<file path="src/rtl/lifo_ctl_if.sv">
// lifo_ctl_if: command port and LIFO strobe/data bus for lifo_ctl
// Command side carries valid/ready/op/data and returns done/err/result/depth/empty/full.
// LIFO side carries data/push/pop to the stack and its top two entries s0/s1 back.
// The master modport belongs to the requester and LIFO owner; the slave modport belongs to the controller.
interface lifo_ctl_if #(parameter int WIDTH = 8) ();
    logic             cmd_valid;
    logic             cmd_ready;
    logic [2:0]       cmd_op;
    logic [WIDTH-1:0] cmd_data;
    logic             done;
    logic             err;
    logic [WIDTH-1:0] result;
    logic [3:0]       depth;
    logic             empty;
    logic             full;
    logic [WIDTH-1:0] lifo_data;
    logic             lifo_push;
    logic             lifo_pop;
    logic [WIDTH-1:0] lifo_s0;
    logic [WIDTH-1:0] lifo_s1;
    modport master (
        output cmd_valid, cmd_op, cmd_data, lifo_s0, lifo_s1,
        input  cmd_ready, done, err, result, depth, empty, full, lifo_data, lifo_push, lifo_pop
    );
    modport slave (
        input  cmd_valid, cmd_op, cmd_data, lifo_s0, lifo_s1,
        output cmd_ready, done, err, result, depth, empty, full, lifo_data, lifo_push, lifo_pop
    );
endinterface

</file>
<file path="src/rtl/lifo_ctl.sv">
// lifo_ctl: stack-machine command sequencer in front of a lifo8x8 stack
// Ports: clk (rising edge), rst_n (asynchronous, active-low), bus (lifo_ctl_if.slave).
// Accepts PUSH/POP/DUP/DROP/SWAP/OVER/CLEAR/NOP and tracks depth so that
// underflow and overflow are rejected rather than corrupting the stack.
module lifo_ctl #(
    parameter int WIDTH = 8,
    parameter int DEPTH = 8
) (
    input  logic      clk,
    input  logic      rst_n,
    lifo_ctl_if.slave bus
);
    typedef enum logic [2:0] {IDLE, EXEC, SW_POP, SW_REP, SW_PUSH} state_t;
    localparam logic [2:0] NOP = 3'd0, PUSH = 3'd1, POP = 3'd2, DUP = 3'd3;
    localparam logic [2:0] DROP = 3'd4, SWAP = 3'd5, OVER = 3'd6, CLEAR = 3'd7;
    localparam logic [3:0] CAP = 4'(DEPTH);
    state_t           state;
    logic [WIDTH-1:0] a, b;
    logic             legal;
    logic [2:0]       op;
    logic [3:0]       d;
    assign op = bus.cmd_op;
    assign d = bus.depth;
    assign bus.cmd_ready = (state == IDLE);
    assign bus.empty = (bus.depth == 4'd0);
    assign bus.full = (bus.depth == CAP);
    always_comb begin
        legal = (op == PUSH)               ? (d < CAP) :
                (op == POP || op == DROP)  ? (d != 4'd0) :
                (op == DUP)                ? (d != 4'd0 && d < CAP) :
                (op == SWAP)               ? (d >= 4'd2) :
                (op == OVER)               ? (d >= 4'd2 && d < CAP) : 1'b1;
    end
    always_ff @(posedge clk or negedge rst_n) begin
        if (!rst_n) begin
            state         <= IDLE;
            bus.depth     <= '0;
            bus.done      <= 1'b0;
            bus.err       <= 1'b0;
            bus.result    <= '0;
            bus.lifo_push <= 1'b0;
            bus.lifo_pop  <= 1'b0;
            bus.lifo_data <= '0;
            a             <= '0;
            b             <= '0;
        end else begin
            bus.done <= 1'b0;
            bus.err  <= 1'b0;
            case (state)
                IDLE: if (bus.cmd_valid) begin
                    // operands are captured at accept so later strobes cannot disturb them
                    a <= bus.lifo_s0;
                    b <= bus.lifo_s1;
                    if (!legal) begin
                        bus.done <= 1'b1;
                        bus.err  <= 1'b1;
                    end else if (op == NOP || op == CLEAR) begin
                        bus.done <= 1'b1;
                        if (op == CLEAR) begin
                            bus.depth  <= '0;
                            bus.result <= '0;
                        end
                    end else if (op == SWAP) begin
                        state        <= SW_POP;
                        bus.lifo_pop <= 1'b1;
                    end else begin
                        state         <= EXEC;
                        bus.lifo_push <= (op == PUSH || op == DUP || op == OVER);
                        bus.lifo_pop  <= (op == POP || op == DROP);
                        bus.lifo_data <= (op == PUSH) ? bus.cmd_data :
                                         (op == DUP)  ? bus.lifo_s0 :
                                         (op == OVER) ? bus.lifo_s1 : bus.lifo_data;
                    end
                end
                EXEC: begin
                    state         <= IDLE;
                    bus.lifo_push <= 1'b0;
                    bus.lifo_pop  <= 1'b0;
                    bus.done      <= 1'b1;
                    bus.depth     <= bus.lifo_push ? bus.depth + 4'd1 : bus.depth - 4'd1;
                    bus.result    <= bus.lifo_push ? bus.lifo_data : a;
                end
                SW_POP: begin
                    // push+pop together replaces the top: b is overwritten by a
                    state         <= SW_REP;
                    bus.lifo_push <= 1'b1;
                    bus.lifo_data <= a;
                end
                SW_REP: begin
                    state         <= SW_PUSH;
                    bus.lifo_pop  <= 1'b0;
                    bus.lifo_data <= b;
                end
                SW_PUSH: begin
                    state         <= IDLE;
                    bus.lifo_push <= 1'b0;
                    bus.done      <= 1'b1;
                    bus.result    <= b;
                end
                default: state <= IDLE;
            endcase
        end
    end
endmodule

</file>
<file path="src/flat_wrapper.sv">
// flat-port wrapper written by rule: the top's interface ports become plain ports
module lifo_ctl_flat 
#(
    parameter int WIDTH = 8,
    parameter int DEPTH = 8
)
  (clk, rst_n, bus_cmd_valid, bus_cmd_op, bus_cmd_data, bus_lifo_s0, bus_lifo_s1, bus_cmd_ready, bus_done, bus_err, bus_result, bus_depth, bus_empty, bus_full, bus_lifo_data, bus_lifo_push, bus_lifo_pop);
  lifo_ctl_if #(.WIDTH(WIDTH)) bus_i ();
  input  logic clk;
  input  logic rst_n;
  input wire logic [$bits(bus_i.cmd_valid)-1:0] bus_cmd_valid;
  input wire logic [$bits(bus_i.cmd_op)-1:0] bus_cmd_op;
  input wire logic [$bits(bus_i.cmd_data)-1:0] bus_cmd_data;
  input wire logic [$bits(bus_i.lifo_s0)-1:0] bus_lifo_s0;
  input wire logic [$bits(bus_i.lifo_s1)-1:0] bus_lifo_s1;
  output wire logic [$bits(bus_i.cmd_ready)-1:0] bus_cmd_ready;
  output wire logic [$bits(bus_i.done)-1:0] bus_done;
  output wire logic [$bits(bus_i.err)-1:0] bus_err;
  output wire logic [$bits(bus_i.result)-1:0] bus_result;
  output wire logic [$bits(bus_i.depth)-1:0] bus_depth;
  output wire logic [$bits(bus_i.empty)-1:0] bus_empty;
  output wire logic [$bits(bus_i.full)-1:0] bus_full;
  output wire logic [$bits(bus_i.lifo_data)-1:0] bus_lifo_data;
  output wire logic [$bits(bus_i.lifo_push)-1:0] bus_lifo_push;
  output wire logic [$bits(bus_i.lifo_pop)-1:0] bus_lifo_pop;
  assign bus_i.cmd_valid = bus_cmd_valid;
  assign bus_i.cmd_op = bus_cmd_op;
  assign bus_i.cmd_data = bus_cmd_data;
  assign bus_i.lifo_s0 = bus_lifo_s0;
  assign bus_i.lifo_s1 = bus_lifo_s1;
  assign bus_cmd_ready = bus_i.cmd_ready;
  assign bus_done = bus_i.done;
  assign bus_err = bus_i.err;
  assign bus_result = bus_i.result;
  assign bus_depth = bus_i.depth;
  assign bus_empty = bus_i.empty;
  assign bus_full = bus_i.full;
  assign bus_lifo_data = bus_i.lifo_data;
  assign bus_lifo_push = bus_i.lifo_push;
  assign bus_lifo_pop = bus_i.lifo_pop;
  lifo_ctl #(.WIDTH(WIDTH), .DEPTH(DEPTH)) u_core (.clk(clk), .rst_n(rst_n), .bus(bus_i));
endmodule
</file>
<file path="config.mk">
export PLATFORM = sky130hd
export DESIGN_NAME = lifo_ctl_flat
export DESIGN_NICKNAME = d
export VERILOG_FILES = /design/src/rtl/lifo_ctl_if.sv /design/src/rtl/lifo_ctl.sv /design/src/flat_wrapper.sv
export SDC_FILE = /design/constraint.sdc
export NUM_CORES = 1
export LEC_CHECK = 0
export CAP_MARGIN = 5
export CORE_MARGIN = 3
export CORE_UTILIZATION = 45
export CTS_CLUSTER_SIZE = 20
export DETAILED_ROUTE_END_ITERATION = 12
export PLACE_DENSITY = 0.72
export SYNTH_ARGS = -nofsm -noshare
export SYNTH_HDL_FRONTEND = slang
export SYNTH_SLANG_ARGS = --single-unit
</file>
<file path="constraint.sdc">
create_clock -name clk -period 2.9 [get_ports clk]
set_input_delay 0.725 -clock clk [delete_from_list [all_inputs] [get_ports clk]]
set_output_delay 0.725 -clock clk [all_outputs]
set_load 0.02 [all_outputs]
</file>
==> flow_summary_export.csv <==
group,metric,value,unit
yosys,ys_warn_count,0,
cts,cts_tree,"done",
yosys,synthArstFlopShare,100,%
critical_path,setup.worst_path.class,"flip-flop to output port",
route,first_pass_iters,4,
final_layout,area_growth,28.9,%
floorplan,die_y,81.7,µm
min_path,hold_path_end,"u_core.bus.result[4]",
timing,setup_slack,250,ps
yosys,synth-edff-count,0,
grt,grt.overflow.total,0,
critical_path,cp_max_fo,11,
critical_path,regToRegStartpoint,"u_core.state[1]",
final_layout,drive_gt1_share,17.4,%
placement,gp_congestion,0.865,
grt,grt_pass1_vias,1992,
yosys,yosys.area.top_type,"dfrtp_1",
power,pwr_density_cell,1130,mW/mm²
floorplan,io_pins,57,
cts,clock_latency,310,ps
yosys,synthFlopType,"dfrtp_1",
power,pwr-share-comb,54.9,%
placement,io_buffers,56,
job,drv_cap,0,
final_layout,nets,331,
placement,place_hpwl,4.52,mm
timing,hold_viol,0,
floorplan,die_w,81.7,µm
cts,ctsHoldBuffers,0,
cts,clock-sinks,43,
cts,ctsLongestPathBuffers,2,
status,status,"finished, final reports clean",
timing,rsz0062_at_grt,"false",
timing,holdWs,517,ps
floorplan,core,0.00534,mm²
power,p_switching,1540,µW
cts,cts_setup_buffers,0,
timing,final_max_slew_viol_count,0,
timing,setup_viol,0,
grt,antenna_found_initial,0,
yosys,synthTopCellsByArea,"dfrtp_1, mux2i_1, mux2_2",
min_path,hold_path_depth,1,
route,wl_per_cell,17.2,µm
placement,place_ws,160,ps
route,ant_nets,0,
timing,period_share,91.4,%
critical_path,worst_ep_required_time,2170,ps
yosys,ys_seq_area_share,41.7,%
critical_path,arrival,1920,ps
route,wl,6.36,mm
yosys,synth_area_per_cell,10.7,µm²
route,drt-initial-drc-count,136,
yosys,ys_ff_latch,43,
floorplan,start_util,48.3,%
power,pwr-share-clk,12.7,%
route,vias,2113,
cts,cts-root-buf,"clkbuf_8",
timing,slew_headroom,35.3,%
grt,grt_pass1_wl,10.2,mm
yosys,syn-num-nets,273,
power,pwr-share-seq,32.5,%
grt,grt_max_degree,44,
critical_path,rrSetupSlack,820,ps
final_layout,diodes,0,
power,internal_power,2210,µW
critical_path,start_kind,"flip-flop",
yosys,synthCells,240,
timing,clock.fmax,0.377,GHz
grt,grtUsageTotal,20.2,%
power,leakage,0.00144,µW
timing,fin_skew,11.8,ps
timing,fin_tns_setup,0,ps
min_path,hold_class,"flip-flop to flip-flop",
timing,post-route-min-period,2650,ps
route,vias_per_cell,5.73,
yosys,synth_area,0.00258,mm²
cts,cts_max_level,2,
critical_path,end_kind,"output port",
floorplan,die-area,0.00667,mm²
power,ir_worst_vdd,685,µV
min_path,min-delay-start,"u_core.bus.result[4]",
floorplan,num_rows,26,
cts,clkSlewWorstSetupHoldPaths,90,ps
yosys,synth.distinct_cells,48,
timing,worst-slew-pin-transition,971,ps
power,netSwitchingFraction,41.0,%
route,remaining_drc_errors,0,
final_layout,post-route-util,62.3,%
critical_path,r2r_end,"u_core.bus.lifo_data[0]",
yosys,synth_top_area_share,41.7,%
critical_path,r2r_cells,5,
cts,cts_resized,0,
cts,cts_made_buffers,5,
==> placed cells by master, fill, tap and decap left out, types with 2 or more instances in the layout <==
cell type,count
a211oi_1,8
dfrtp_1,43
xnor2_1,3
mux2_4,8
a21o_1,2
a21oi_1,14
mux2_2,16
nor2b_1,2
a221o_1,8
nor4_1,3
clkdlybuf4s50_1,55
buf_4,11
o21ai_0,12
o31ai_1,3
nand2b_1,3
inv_1,4
and2_1,2
nand2_1,13
nor2_1,26
o21a_1,3
clkbuf_8,5
mux2i_1,25
ha_1,2
==> power groups by stage <==
stage          Clock [µW]  Sequential (µW)  Combinational (µW)
2_1_floorplan           0             1310                1240
3_3_place_gp            0             1220                2020
3_5_place_dp            0             1220                2070
4_1_cts               483             1220                2070
5_1_grt               519             1270                2230
6_report              476             1220                2060
==> routing by layer <==
layer	track usage [%]	wire length [µm]
met3	3.62	393
met2	31.5	2970
met5	0	0
met4	6.81	85
met1	28.5	2910
==> worst max-delay path by stage <==
stage,endpoint,start
after detailed placement,u_core.bus.lifo_push,bus_cmd_op[0]
after global placement,u_core.bus.lifo_push,bus_cmd_op[0]
after floorplan,u_core.bus.depth[3],u_core.bus.lifo_push
final,bus_cmd_ready,u_core.state[1]
after CTS,bus_full,u_core.bus.depth[3]
after global routing,bus_full,u_core.bus.depth[3]
==> cell type report <==
type                    count  area (µm²)
clock buffers               5        68.8
clock inverters             3        43.8
fillers                   459        2010
inverters                   4        15.0
multi-input cells         177        1390
flip-flops and latches     43        1080
well taps                  70        87.6
repair buffers             67         638
==> logic make-up (layout without fill, tap and decap cells) <==
family                   Yosys count  in the layout  share of synthesized area (%)
buffers and inverters             20             79                           4.22
XOR/XNOR                           4              4                           1.36
AO/OA/AOI/OAI                     61             61                           17.5
AND/OR/NAND/NOR                   60             60                           12.1
multiplexers                      49             49                           21.4
flip-flops                        43             43                           41.7
adder cells (fa/ha/maj)            3              3                           1.75
==> registers in the layout, summed over array words and instances (netlist names) <==
| signal | count |
|---|---|
| u_core.a | 8 |
| u_core.b | 8 |
| u_core.bus.lifo_data | 8 |
| u_core.bus.result | 8 |
| u_core.bus.depth | 4 |
| u_core.state | 3 |
| u_core.bus.done | 1 |
| u_core.bus.err | 1 |
| u_core.bus.lifo_pop | 1 |
| u_core.bus.lifo_push | 1 |
==> metrics by stage <==
| step | total power (µW) | cell area (µm²) | instances |
|---|---|---|---|
| after floorplan | 2540 | 2580 | 240 |
| after global placement | 3240 | 3210 | 361 |
| after CTS | 3770 | 3320 | 369 |
| after global routing | 4010 | 3320 | 369 |
| final | 3750 | 3320 | 369 |
| after detailed placement | 3290 | 3210 | 361 |
==> critical path: stages (launching register included) <==
cell and delay, ps:
dfrtp_1 540, nor3_4 400, clkdlybuf4s50_1 680
==> synthesized netlist by cell type, types with 2 or more instances <==
cell	instances
mux2_4	8
a211oi_1	8
inv_1	4
o21ai_0	12
nor2_1	26
xnor2_1	3
mux2i_1	25
a221o_1	8
clkbuf_1	4
nand2b_1	3
dfrtp_1	43
and2_1	2
buf_4	5
o21a_1	3
nor2b_1	2
ha_1	2
a21oi_1	14
nor4_1	3
mux2_2	16
nand2_1	13
o31ai_1	3
buf_2	6
a21o_1	2
(Power assumes the default switching activity.)
